==> config.mk <==
export PLATFORM = sky130hd
export DESIGN_NAME = ring_counter_gen
export DESIGN_NICKNAME = d
export VERILOG_FILES = /design/src/rtl/ring_counter_gen.sv
export SDC_FILE = /design/constraint.sdc
export NUM_CORES = 1
export LEC_CHECK = 0
export ABC_AREA = 1
export BUFFER_PORTS_ARGS = -buffer_cell sky130_fd_sc_hd__buf_2
export CORE_AREA = 5 5 61 63
export CTS_CLUSTER_DIAMETER = 50
export CTS_CLUSTER_SIZE = 28
export DETAILED_ROUTE_END_ITERATION = 7
export DIE_AREA = 0 0 66 68
export PLACE_DENSITY_LB_ADDON = 0.25
export REMOVE_ABC_BUFFERS = 1
export SETUP_SLACK_MARGIN = 0.02
export SLEW_MARGIN = 5
export SYNTH_ARGS = -nofsm -noshare
export SYNTH_HDL_FRONTEND = slang
export SYNTH_SLANG_ARGS = --single-unit
==> constraint.sdc <==
create_clock -name clk -period 2.1 [get_ports clk]
set_clock_uncertainty 0.05 [all_clocks]
set_input_delay 0.21 -clock clk [delete_from_list [all_inputs] [get_ports clk]]
set_output_delay 0.21 -clock clk [all_outputs]
set_load 0.05 [all_outputs]
==> src/rtl/ring_counter_gen.sv <==
// Parametrised ring / Johnson phase counter with load, wrap pulse and illegal-state flag.
// Optional: RING_COUNTER_GEN_SELF_CORRECT_EN forces an illegal state back to start on an enabled cycle.
module ring_counter_gen #(
    parameter int WIDTH = 8
) (
    input  logic             clk,
    input  logic             rst,
    input  logic             en,
    input  logic             mode,
    input  logic             dir,
    input  logic             load,
    input  logic [WIDTH-1:0] load_val,
    output logic [WIDTH-1:0] q,
    output logic             wrap,
    output logic             err
);

    generate
        if (WIDTH < 2 || WIDTH > 32) begin : g_width_check
            $error("ring_counter_gen: WIDTH must be in 2..32");
        end
    endgenerate

    logic [WIDTH-1:0] q_q, q_d;
    logic             wrap_q, wrap_d;
    logic             mode_q, mode_d;

    logic [WIDTH-1:0] start_new;
    logic [WIDTH-1:0] start_cur;
    logic [WIDTH-1:0] shift_val;
    logic             feedback;
    logic             mode_chg;
    logic [WIDTH-2:0] edges;
    logic             ring_err;
    logic             john_err;

    always_comb begin
        start_new = mode   ? '0 : WIDTH'(1);
        start_cur = mode_q ? '0 : WIDTH'(1);
        mode_chg  = (mode != mode_q);
    end

    // Johnson differs from ring only by inverting the bit fed back in.
    always_comb begin
        feedback  = 1'b0;
        shift_val = q_q;
        if (dir) begin
            feedback  = mode_q ? ~q_q[0] : q_q[0];
            shift_val = {feedback, q_q[WIDTH-1:1]};
        end else begin
            feedback  = mode_q ? ~q_q[WIDTH-1] : q_q[WIDTH-1];
            shift_val = {q_q[WIDTH-2:0], feedback};
        end
    end

    always_comb begin
        edges    = q_q[WIDTH-1:1] ^ q_q[WIDTH-2:0];
        ring_err = (q_q == '0) ||
                   ((q_q & (q_q - WIDTH'(1))) != '0);
        john_err = ((edges & (edges - (WIDTH-1)'(1))) != '0);
        err      = mode_q ? john_err : ring_err;
    end

    always_comb begin
        q_d    = q_q;
        wrap_d = 1'b0;
        mode_d = mode;
        if (load) begin
            q_d = load_val;
        end else if (mode_chg) begin
            q_d = start_new;
        end else if (en) begin
`ifdef RING_COUNTER_GEN_SELF_CORRECT_EN
            if (err) begin
                q_d = start_cur;
            end else begin
                q_d    = shift_val;
                wrap_d = (shift_val == start_cur);
            end
`else
            q_d    = shift_val;
            wrap_d = (shift_val == start_cur);
`endif
        end
    end

    always_ff @(posedge clk or posedge rst) begin
        if (rst) begin
            q_q    <= WIDTH'(1);
            wrap_q <= 1'b0;
            mode_q <= 1'b0;
        end else begin
            q_q    <= q_d;
            wrap_q <= wrap_d;
            mode_q <= mode_d;
        end
    end

    assign q    = q_q;
    assign wrap = wrap_q;

endmodule

==> summary.md, run 1 <==
| Metric | Value |
|---|---|
| Hold Fails Final Rpt | 0 |
| Port-buffer cells | 23 |
| Area contributors post-synth | dfrtp_1 22%, nand2_1 21%, ha_1 13% |
| Top-Level Pins | 24 |
| Slowest cell on crit path | dfstp_2 |
| Final Wtd Congestion | approximately 0.87 |
| Fin crit share | ~94% |
| Hold Crit Depth | 1 |
| Peak Freq | between 500 and 600 MHz |
| Peak supply drop | ~360 uV |
| Top-count cell post-synth | nand2_1 |
| Worst skew pair latency | 0.27 ns |
| Final Core Density | between 40% and 50% |
| Worst Hold Class | input port to flip-flop |
| Synth Register Bits | 10 |
| Number of global-route vias before repair | ~1,100 |
| Initial Util | between 30% and 40% |
| FF-to-FF path depth | 8 |
| Top FF cell, synth | dfrtp_1 |
| Synth Area per Inst | between 6 and 7 um2 |
| Fillers | roughly 340 |
| Yosys cell types | 23 |
| Initial antenna violation count | 0 |
| Post-detailed-route via-to-cell ratio | about 4.6 |
| Clock buffer count from CTS | 3 |
| CTS tree | yes |
| CP startpoint kind | flip-flop |
| Slew headroom | between 70 and 80% |
| CTS Buffer Depth | 2 |
| Post-synthesis async set-or-reset flop share | 100% |
| PD cells | 628 nW/um2 |
| Antenna cells | 0 |
| Non-Filler Instances | 235 |
| Pins Over Slew Limit | 0 |
| CTS clk-pin slew, worst paths | approximately 0.07 ns |
| CP cell instances | inv_2, ha_4, nor2_1, nor2_1, a21oi_1, nand3_1, nand2_1, inv_1, buf_6 |
| Worst-Margin Slew | 0.409 ns |
| Levels on crit path | 9 |
| Synth-to-layout area growth | 26.3% |
| DRC | 0 |
| Total power | 818 uW |
| Share of layout cells above drive strength 1 | between 30% and 40% |
| H-tree depth | 1 |
| Post-synth EDFFs | 0 |
| Seq/Total Area, Yosys | about a quarter |
| Period minus WS final | a little under 2 ns |
| CP Buf/Inv Count | 3 |
| Core ar. | approximately 3200 um2 |
| WL final | between 2000 and 3000 um |
| CP Capture Type | output port |
| CP required | 1.84 ns |
| Yosys warnings | 0 |
| Crit-path leading delay family | flip-flops |
| Drt wl/cell | roughly 11 um |
| Synth area leader | dfrtp_1 |
| P_leak | 0.713 nW |
| Synth top area share | between 20% and 30% |
| Post-route ant nets | 0 |
| Final layout net count | ~220 |
| Iter 0 DRT Violations | 15 |
| Max incr delay on CP | between 0.5 and 0.6 ns |
| Rows | 21 |
| Hold_ws | just under 0.08 ns |
| Max cap viols | 0 |
| Post-Syn Area | 1030 um2 |
| Die area | ~4500 um2 |
| Clock Sinks | 10 |
| GRT overflow | 0 |
| Mapped Cells | about 160 |
| Largest net degree at the start of global routing | 17 |
| Critical path fanouts, max | 4 |
| # setup viols final | 0 |
| Top post-synthesis cells by count | 58 x nand2_1, 21 x inv_1, 15 x nor2_1, 11 x ha_1, 9 x dfrtp_1 |
| Worst EP arrival | approximately 1.7 ns |
| Die Span X | between 60 and 70 um |
| Most used cell, CP | nor2_1 |
| Die Y | 68 um |
| Total GRT Usage | 12.9% |
| Vias | around 1,100 |
| Critical path class | flip-flop to output port |
| RSZ-0062 raised after global routing | no |
| Placed insts | ~220 |
| First-pass GRT wire length | 4450 um |
| Placed wire-length estimate | 2130 um |
| Status | finished clean |
| First-pass iteration count of the detailed router | 4 |
| TNS Setup | 0 ns |
| CTS Root Buffer Type | clkbuf_4 |
==> cell usage in the layout, fill, tap and decap left out, drive strengths merged <==
cell type / n
nand3: 8
clkbuf: 4
nand4: 1
xnor2: 1
nand2: 62
inv: 23
buf: 31
o211ai: 1
o21ai: 9
a21oi: 3
dfstp: 1
ha: 11
dfrtp: 9
a31oi: 2
a22oi: 4
dlygate4sd3: 1
nor2: 18
==> flip-flops by register name (all words and copies together) (netlist names) <==
register  cells
q             8
mode_q        1
wrap          1
==> cell families (layout without fill, tap and decap cells) <==
family	Yosys count	count (layout)	synth area share (%)
AO/OA/AOI/OAI	19	19	13.0
flip-flops	10	10	24.4
adder cells (fa/ha/maj)	11	11	13.3
XOR/XNOR	1	1	0.849
buffers and inverters	26	59	11.8
AND/OR/NAND/NOR	89	89	36.7
==> area by class of cell <==
type                       instances  area (um2)  share of cell area [%]
inverter                          23        91.3                    7.01
sequential                        10         253                    19.4
timing repair buffer              32         191                    14.7
tap                               46        57.6                    4.41
multi-input combinational        120         674                    51.7
clock buffer                       4        36.3                    2.78
==> worst paths after layout <==
check | startpoint | to | slack (ns)
max in group asynchronous | rst | q[0] | 1.27
max reg2reg | mode_q | wrap | 0.77
min in group asynchronous | rst | q[5] | 0.41
min reg2reg | q[7] | q[7] | 0.59
max | q[0] | err | 0.12
min | mode | mode_q | 0.08
==> routing by layer <==
metal  vias to the layer above  GRT usage, %  routed length (um)
met5                         -             0                   0
met4                         0          7.87                  88
met3                         8          1.97                 125
met2                        30          22.9                1250
met1                       478          14.6                1160
li1                        555             -                   -
==> report_power, final <==
| part | internal [mW] | leakage [nW] | switching [mW] | total [mW] |
|---|---|---|---|---|
| clock network | 0.105 | 0.0210 | 0.0737 | 0.179 |
| registers | 0.214 | 0.121 | 0.0182 | 0.232 |
| logic | 0.143 | 0.570 | 0.264 | 0.407 |
==> what timing repair did <==
item                                    in CTS  in global routing
resized for setup                            3                  8
endpoints found under the setup margin       1                  1
pin swaps                                    1                  2
hold endpoints to repair                     9                  0
buffers inserted                             2                  4
hold buffers                                 1                  0
==> per-stage QoR <==
step	setup slack [ns]	area, um2
6_report	0.122	1300
5_1_grt	0.0188	1300
4_1_cts	0.0240	1260
3_5_place_dp	0.183	1190
3_3_place_gp	0.213	1190
2_1_floorplan	0.0145	1000
(Power assumes the default switching activity.)
==> inputs of run 2 (changes only) <==
==> constraint.sdc (replaced) <==
create_clock -name clk -period 2 [get_ports clk]
set_clock_uncertainty 0.05 [all_clocks]
set_input_delay 0.2 -clock clk [delete_from_list [all_inputs] [get_ports clk]]
set_output_delay 0.2 -clock clk [all_outputs]
set_load 0.05 [all_outputs]
==> run 2 against run 1 <==
Final cell count is 4.7% higher. Critical path type unchanged. Largest power group unchanged. First-iteration DRC count is 53% higher. Design area is 10% higher. Sequential share of layout area is 1.8 points lower. Die area stayed put. Core utilization is 4.1 points higher. Sequential power is 4% higher. Global-route usage hardly changed. Via count is 6.6% higher. Clock power is 11% lower. Hold slack worse by 0.0059 ns. Flip-flop and latch count stayed put.
==> summary.md, run 2 (synthesis results as in run 1) <==
| Metric | Value |
|---|---|
| Status | finished clean (unchanged) |
| CTS Root Buffer Type | clkbuf_4 (unchanged) |
| Most frequent cells in the layout | 57 x nand2_1, 22 x buf_2, 19 x buf_4, 12 x nor2_1, 12 x inv_1 (was 58 x nand2_1, 22 x buf_2, 15 x inv_1, 14 x nor2_1, 10 x ha_1) |
| Worst Hold Class | input port to flip-flop (unchanged) |
| Post-route ant nets | 0 (unchanged) |
| Critical path class | flip-flop to output port (unchanged) |
| Iter 0 DRT Violations | 23 (was 15) |
| Final Wtd Congestion | 0.786 (was 0.866) |
| H-tree depth | 1 (unchanged) |
| Max reg flops | 8 (unchanged) |
| Initial antenna violation count | 0 (unchanged) |
| Final Cell Area | 1430 um2 (was 1300 um2) |
| Crit-path leading delay family | flip-flops (unchanged) |
| Worst Setup SP | q[0] (unchanged) |
| Total GRT Usage | 12.9% (about the same) |
| Final Core Density | 45.1% (was 41.0%) |
| RSZ-0062 raised after global routing | yes (was no) |
| WL final | 2930 um (was 2620 um) |
| Peak supply drop | 357 uV (was 360 uV) |
| Die area | 4490 um2 (unchanged) |
| Slowest cell on crit path | dfstp_2 (unchanged) |
| Placed Area | 1200 um2 (was 1190 um2) |
| PD cells | 648 nW/um2 (was 628 nW/um2) |
| Clock buffer count from CTS | 3 (unchanged) |
| CTS tree | yes (unchanged) |
| Pins Over Slew Limit | 0 (unchanged) |
| Peak Freq | 516 MHz |
| P_leak | 0.762 nW (was 0.713 nW) |
| Number of global-route vias before repair | 1,053 (was 1,060) |
| GRT overflow | 0 (unchanged) |
| Max cap viols | 0 (unchanged) |
| Fin crit share | approximately 97% |
| Synth-to-layout area growth | 38.9% (was 26.3%) |
| Clock Sinks | 10 (unchanged) |
| DRC | 0 (unchanged) |
| Die Span X | 66 um (unchanged) |
| CP required | 1.75 ns (was 1.84 ns) |
| Drt wl/cell | 11.9 um (was 11.2 um) |
| CP cell instances | inv_4, ha_4, inv_4, buf_4, nand2_1, nand3_1, nor2_1, nand3_1, nand2_1, inv_1, buf_6 (was inv_2, ha_4, nor2_1, nor2_1, a21oi_1, nand3_1, nand2_1, inv_1, buf_6) |
| Largest net degree at the start of global routing | 17 (unchanged) |
| Port-buffer cells | 23 (unchanged) |
| First-pass GRT wire length | 4510 um (was 4450 um) |
| Antenna cells | 0 (unchanged) |
| Final layout net count | 226 (was 215) |
| Slew headroom | 71.3% (was 72.7%) |
| Worst-Margin Slew | 0.430 ns (was 0.409 ns) |
| # setup viols final | 0 (unchanged) |
| Post-detailed-route via-to-cell ratio | 4.64 (was 4.56) |
| Vias | 1,142 (was 1,071) |
| CTS clk-pin slew, worst paths | 0.07 ns (about the same) |
| Rows | 21 (unchanged) |
| CTS Buffer Depth | 2 (unchanged) |
| First-pass iteration count of the detailed router | 4 (unchanged) |
| Fillers | 336 (was 344) |
| Most common cell after layout, fill and taps aside | nand2_1 (unchanged) |
| Core ar. | 3180 um2 (unchanged) |
| Placed wire-length estimate | 2180 um (was 2130 um) |
| CP Buf/Inv Count | 5 (was 3) |
| Die Y | 68 um (unchanged) |
| Max incr delay on CP | 0.55 ns (was 0.54 ns) |
| Worst EP arrival | 1.69 ns (was 1.72 ns) |
| Hold_ws | 0.0735 ns (was 0.0793 ns) |
| Top-Level Pins | 24 (unchanged) |
| Period minus WS final | just under 2 ns |
| CP startpoint kind | flip-flop (unchanged) |
| CP Capture Type | output port (unchanged) |
| Initial Util | 32.5% (unchanged) |
| Worst skew pair latency | 0.27 ns (about the same) |
| Critical path fanouts, max | 3 (was 4) |
| Share of layout cells above drive strength 1 | 39.0% (was 31.2%) |
| Hold Path Origin | mode (unchanged) |
| Hold Fails Final Rpt | 0 (unchanged) |
| Worst reg2reg startpoint | q[6] (was mode_q) |
-- run 2: changes by cell type in the layout (fill, tap and decap cells not counted), moves of 3 or more --
cell	before	now
o21ai_1	3	6
ha_1	10	7
ha_4	1	4
inv_1	15	12
o21ai_0	5	2
buf_4	8	19
-- run 2: power by group --
| part | internal [mW] | leakage, nW | total (mW) | switching (mW) |
|---|---|---|---|---|
| registers | 0.224 | 0.122 | 0.241 | 0.0172 |
| logic | 0.212 | 0.624 | 0.529 | 0.317 |
| clock network | 0.0773 | 0.0150 | 0.159 | 0.0822 |
| total | 0.514 | 0.762 | 0.930 | 0.416 |
-- run 2: path summary, 6_finish.rpt --
kind | depth (start not counted) | slack [ns] | end
setup / recovery | 11 | 0.06 | err
hold / removal | 1 | 0.07 | mode_q
setup reg to reg | 9 | 0.66 | wrap
hold reg to reg | 3 | 0.60 | q[7]
max in group asynchronous | 3 | 1.16 | q[0]
min in group asynchronous | 3 | 0.40 | q[7]
-- run 2: layer usage --
metal | track usage (%) | wire [um] | vias up
met1 | 14.5 | 1190 | 521
met2 | 23.5 | 1490 | 33
met3 | 1.64 | 157 | 9
met5 | 0 | 0 | -
li1 | - | - | 579
met4 | 7.11 | 98 | 0
-- run 2: repair_timing --
action,4_1_cts,5_1_grt
pin swaps,1,7
resized for setup,9,17
hold buffers,1,0
setup endpoints to repair,1,1
cloned,0,0
buffers inserted,1,14
hold endpoints to repair,9,0
-- run 2: stage by stage --
stage               setup TNS [ns]  worst slack (ns)  total power, mW  cells
detailed placement               0             0.168            0.649    226
global placement                 0             0.181            0.641    226
global route               -0.0246           -0.0246             1.00    246
finish                           0            0.0629            0.930    246
CTS                              0            0.0283            0.825    232
floorplan                  -0.0755           -0.0755            0.531    153
-- run 2: cell type report --
class                      count  area, um2  area share [%]
inverter                      23       96.3            6.72
tap                           46       57.6            4.01
sequential                    10        251            17.5
clock buffer                   4       26.3            1.83
timing repair buffer          43        274            19.1
multi-input combinational    120        728            50.8
